File: src/rtl/cache_mem_arbiter.sv
// Arbitrates the single physical-memory port between the instruction and data caches.
// One line transaction is granted at a time. Its command is registered, and the response is routed back to the winner only.
module cache_mem_arbiter #(
    parameter int ADDR_WIDTH = 16,
    parameter int LINE_WIDTH = 128,
    parameter bit FAIR       = 1'b1
) (
    input  logic                  clk,
    input  logic                  reset,

    input  logic                  i_pmem_read,
    input  logic [ADDR_WIDTH-1:0] i_pmem_address,
    output logic [LINE_WIDTH-1:0] i_pmem_rdata,
    output logic                  i_pmem_resp,

    input  logic                  d_pmem_read,
    input  logic                  d_pmem_write,
    input  logic [ADDR_WIDTH-1:0] d_pmem_address,
    input  logic [LINE_WIDTH-1:0] d_pmem_wdata,
    output logic [LINE_WIDTH-1:0] d_pmem_rdata,
    output logic                  d_pmem_resp,

    output logic                  pmem_read,
    output logic                  pmem_write,
    output logic [ADDR_WIDTH-1:0] pmem_address,
    output logic [LINE_WIDTH-1:0] pmem_wdata,
    input  logic [LINE_WIDTH-1:0] pmem_rdata,
    input  logic                  pmem_resp,

    output logic                  busy
);

    typedef enum logic [1:0] {
        IDLE    = 2'd0,
        SERVE_I = 2'd1,
        SERVE_D = 2'd2
    } state_t;

    typedef enum logic {
        GRANT_I = 1'b0,
        GRANT_D = 1'b1
    } grant_t;

    state_t                state;
    state_t                state_next;
    grant_t                last_grant;
    grant_t                last_grant_next;
    logic [ADDR_WIDTH-1:0] cmd_addr;
    logic [ADDR_WIDTH-1:0] cmd_addr_next;
    logic [LINE_WIDTH-1:0] cmd_wdata;
    logic [LINE_WIDTH-1:0] cmd_wdata_next;
    logic                  cmd_rd;
    logic                  cmd_rd_next;
    logic                  cmd_wr;
    logic                  cmd_wr_next;

    logic                  i_req;
    logic                  d_req;
    logic                  grant_icache;

    assign i_req = i_pmem_read;
    assign d_req = d_pmem_read | d_pmem_write;

    // A tie goes to the side that did not win last time, or always to the dcache when unfair.
    function automatic logic pick_icache(input logic want_i, input logic want_d,
                                         input grant_t prev);
        logic pick;
        if (want_i && !want_d)
            pick = 1'b1;
        else if (!want_i)
            pick = 1'b0;
        else if (FAIR)
            pick = (prev == GRANT_D);
        else
            pick = 1'b0;
        return pick;
    endfunction

    assign grant_icache = pick_icache(i_req, d_req, last_grant);

    always_comb begin
        state_next      = state;
        last_grant_next = last_grant;
        cmd_addr_next   = cmd_addr;
        cmd_wdata_next  = cmd_wdata;
        cmd_rd_next     = cmd_rd;
        cmd_wr_next     = cmd_wr;

        case (state)
            IDLE: begin
                if (i_req || d_req) begin
                    if (grant_icache) begin
                        state_next      = SERVE_I;
                        last_grant_next = GRANT_I;
                        cmd_addr_next   = i_pmem_address;
                        cmd_wdata_next  = '0;
                        cmd_rd_next     = 1'b1;
                        cmd_wr_next     = 1'b0;
                    end else begin
                        // A simultaneous read and write from the dcache resolves to the writeback.
                        state_next      = SERVE_D;
                        last_grant_next = GRANT_D;
                        cmd_addr_next   = d_pmem_address;
                        cmd_wdata_next  = d_pmem_wdata;
                        cmd_rd_next     = d_pmem_read & ~d_pmem_write;
                        cmd_wr_next     = d_pmem_write;
                    end
                end
            end
            SERVE_I, SERVE_D: begin
                if (pmem_resp)
                    state_next = IDLE;
            end
            default: state_next = IDLE;
        endcase
    end

    always_ff @(posedge clk) begin
        if (reset) begin
            state      <= IDLE;
            last_grant <= GRANT_D;
            cmd_addr   <= '0;
            cmd_wdata  <= '0;
            cmd_rd     <= 1'b0;
            cmd_wr     <= 1'b0;
        end else begin
            state      <= state_next;
            last_grant <= last_grant_next;
            cmd_addr   <= cmd_addr_next;
            cmd_wdata  <= cmd_wdata_next;
            cmd_rd     <= cmd_rd_next;
            cmd_wr     <= cmd_wr_next;
        end
    end

    // The memory side sees only latched command state. Cache inputs may move mid-transaction.
    assign busy         = (state != IDLE);
    assign pmem_read    = busy & cmd_rd;
    assign pmem_write   = busy & cmd_wr;
    assign pmem_address = cmd_addr;
    assign pmem_wdata   = cmd_wdata;

    assign i_pmem_resp  = (state == SERVE_I) & pmem_resp;
    assign d_pmem_resp  = (state == SERVE_D) & pmem_resp;
    assign i_pmem_rdata = (state == SERVE_I) ? pmem_rdata : '0;
    assign d_pmem_rdata = (state == SERVE_D) ? pmem_rdata : '0;

endmodule
File: config.mk
export PLATFORM = sky130hd
export DESIGN_NAME = cache_mem_arbiter
export DESIGN_NICKNAME = d
export VERILOG_FILES = /design/src/rtl/cache_mem_arbiter.sv
export SDC_FILE = /design/constraint.sdc
export NUM_CORES = 1
export LEC_CHECK = 0
export CAP_MARGIN = 15
export CORE_AREA = 2 2 273 275
export DETAILED_ROUTE_END_ITERATION = 8
export DIE_AREA = 0 0 275 277
export PLACE_DENSITY = 0.31
export SLEW_MARGIN = 40
export SYNTH_ARGS = -nofsm -noshare
export SYNTH_HDL_FRONTEND = slang
export SYNTH_SLANG_ARGS = --single-unit
File: constraint.sdc
create_clock -name clk -period 1.8 [get_ports clk]
set_input_delay 0.36 -clock clk [delete_from_list [all_inputs] [get_ports clk]]
set_output_delay 0.36 -clock clk [all_outputs]
set_load 0.005 [all_outputs]
==> impl_results.md <==
- Total power per unit cell area: 808 nW/um^2
- Max-capacitance violation count: 0
- Maximum clock frequency: 421 MHz
- RSZ-0062 raised after global routing: true
- Category of the worst setup path launch point: register
- Unique cell type count in the Yosys netlist: 29
- Worst endpoint required time: 1440 ps
- Number of primary I/O pins: around 700
- Total wire length: 58900 um
- Series of cell instances along the critical path: inv_2 -> ha_4 -> buf_12 -> buf_8 -> and2_1 -> clkdlybuf4s50_1
- FILL cells: 8121
- Count of mapped cells out of synthesis: 853
- Sum of overflow across all layers after global routing: 0
- Global-route total usage across every layer: 0.146
- Number of max-slew violations in the final report: 0
- Full die area: 76200 sq um
- Area used by multi-input combinational logic: 3950 sq um
- Count of vias placed by the detailed router: 9381
- Number of clock buffers inserted by TritonCTS: 17
- CTS tree: built
- Minimum clock period after layout: 2370 ps
- Vias/cell: 3.65
- Data arrival time of the critical path: 2010 ps
- Longest individual stage delay on the worst path: around 510 ps
- First-pass iteration count of the detailed router: 4
- Count of endpoints failing setup in the final report: 264
- Critical-path top delay cell: clkdlybuf4s50_1
- Maximum net fanout on the critical path: 19
- Post-layout power: 13.6 mW
- Initial antenna violation count: 27
- Largest net degree at the start of global routing: 58
- Slew at the pin with the worst max-slew slack: 546 ps
- Post-route setup TNS: -88290 ps
- Largest delay share family, worst path: buffers and inverters
- Post-synthesis to final-layout area growth: 130%
- Buffers from clock root to sink, at most: 2
- Drt drc: 0
- Combined area of all synthesized cells: ~7300 sq um
- Relative slew slack: 0.636
- Core Area: 73600 sq um
- Per-cell routed wire length: 22.9 um
- Run status: complete, but fails checks
- Die Ht: around 280 um
- IO buf count: ~700
- Worst path depth: 6
- Critical path endpoint category: output pin
- Register Area: 2990 sq um
- Fraction of final layout cells with drive strength greater than 1: 0.205
- Post-synth net total: 1150
- Worst hold slack after final layout: about 350 ps
- Final count of hold timing violations: 0
- Placement Rows: 100
- Antenna Nets Post-Route: 0
- Violated checks: negative setup slack
- Pleak: 7.01 nW
- Worst hold path cell count: 2
- Cells on worst reg2reg path: 9
- Worst skew pair latency: 480 ps
- Placer's final routability congestion estimate: 0.840
- # H-tree levels: 4
- Clock tree root driver cell: clkbuf_16
- Sequential element share of the synthesized area: 0.408
- Critical path buffers and inverters: 4
- Final critical-path setup slack: -573 ps
- Post-route clock period utilization: 1.32
- Clock transition time at the flip-flop clock pins of the worst setup and hold paths: 70 ps
- Layout Utilization: 0.228
- Dpl ws: -351 ps
- Clock sinks: between 100 and 150
- Die width: 275 um
- Crit path kind: reg2out
- Initial cell density of the core: 0.0993
- Detailed placer's ending HPWL: roughly 47000 um
- Post-Route Skew: 18.7 ps
- Worst IR drop on VDD: 0.501 mV
- DRC marker count from the first detailed-route iteration: 372
- First-pass GRT wire length: 77800 um
- Path category of the worst min-delay check: in2reg
- Synth warnings: 0
- Final-stage net count: 1874
- Mean cell area of the mapped netlist: 8.57 sq um
- Post-synthesis register bit count: 149
- Vias in the first global route: around 9500
## flip-flops by register name (all words and copies together), names as in the netlist
| register | count |
|---|---|
| pmem_address | 16 |
| state | 2 |
| pmem_wdata | 128 |
| cmd_wr | 1 |
| last_grant | 1 |
| cmd_rd | 1 |
## report_power, final
| part | switching (mW) | internal, mW |
|---|---|---|
| Combinational | 2.34 | 3.08 |
| Clock | 1.67 | 2.61 |
| Sequential | 0.198 | 3.65 |
## final timing paths
kind | start | to | slack [ps]
min | reset | pmem_wdata[126] | 350
max reg2reg | state[1] | pmem_wdata[123] | 120
min reg2reg | pmem_wdata[93] | pmem_wdata[93] | 490
max | state[0] | d_pmem_rdata[75] | -570
## timing repair
item / 4_1_cts / 5_1_grt
setup buffers: 14 / 13
endpoints found under the setup margin: 423 / 287
resized for setup: 266 / 263
cloned: 3 / 7
pin swaps: 1 / 2
hold buffers: 0 / 0
hold endpoints to repair: 0 / 0
## layer usage
| metal | track usage | wire length [um] | up-vias |
|---|---|---|---|
| li1 | - | - | 4456 |
| met1 | 0.152 | 22100 | 4402 |
| met2 | 0.264 | 29800 | 443 |
| met3 | 0.0619 | 5750 | 66 |
| met4 | 0.0452 | 1240 | 14 |
| met5 | 0 | 97 | - |
## cells in the mapped netlist (all sizes together)
library cell  number  area, sq um
nand3             17         85.1
clkbuf            56          210
ha                 3         37.5
a22oi              1         7.51
nor2             146          548
a221o              1         10.0
nand4              1         6.26
buf               41          284
nor2b              3         18.8
nor4b              1         8.76
a21boi             1         11.3
o31a               1         10.0
a211oi             1         7.51
o21bai             1         11.3
or2                1         6.26
a21oi              2         10.0
o31ai              1         12.5
inv                4         15.0
o21ai             18         90.1
nand2b             1         6.26
and2             258         1610
o21ba              1         10.0
a32oi            128         1120
dfxtp            149         2980
a311oi            16          184
## cell families (layout without fill, tap and decap cells)
| group | count (synthesis) | after routing | share of synthesized area |
|---|---|---|---|
| other | 0 | 10 | 0 |
| AOI/OAI and AO/OA | 172 | 172 | 0.203 |
| and+or+nand+nor | 428 | 428 | 0.314 |
| adders and majority gates | 3 | 3 | 0.00514 |
| buffers and inverters | 101 | 838 | 0.0697 |
| DFF | 149 | 149 | 0.408 |
## layout by cell type (no fill, tap or decap), drive strengths merged
master,instances
inv,7
nand2b,1
clkinvlp,3
o21ba,1
dlygate4sd2,12
clkinv,2
ha,3
dfxtp,149
a311oi,16
clkdlybuf4s50,504
o21ai,18
nor4b,1
diode,10
a221o,1
a22oi,1
nand3,17
a21boi,1
or2,1
nor2b,3
nor2,146
and2,258
o31a,1
clkbuf,87
o31ai,1
a32oi,128
a21oi,2
a211oi,1
dlymetal6s2s,32
bufinv,6
clkdlybuf4s15,25
buf,160
o21bai,1
nand4,1
## final cells by class
type	instances	share of cell area
multi-input combinational	603	0.235
clock buffer	18	0.0256
clock inverter	14	0.0147
sequential	149	0.178
timing repair buffer	802	0.472
inverter	4	0.000895
tap	969	0.0722
antenna	10	0.00149
## through the flow
| step | cell area (sq um) | std cells |
|---|---|---|
| floorplan | 7310 | 853 |
| global placement | 15900 | 2491 |
| detailed placement | 15900 | 2491 |
| CTS | 16700 | 2539 |
| global route | 16800 | 2562 |
| finish | 16800 | 2569 |
Power figures use the tool's default switching activity.
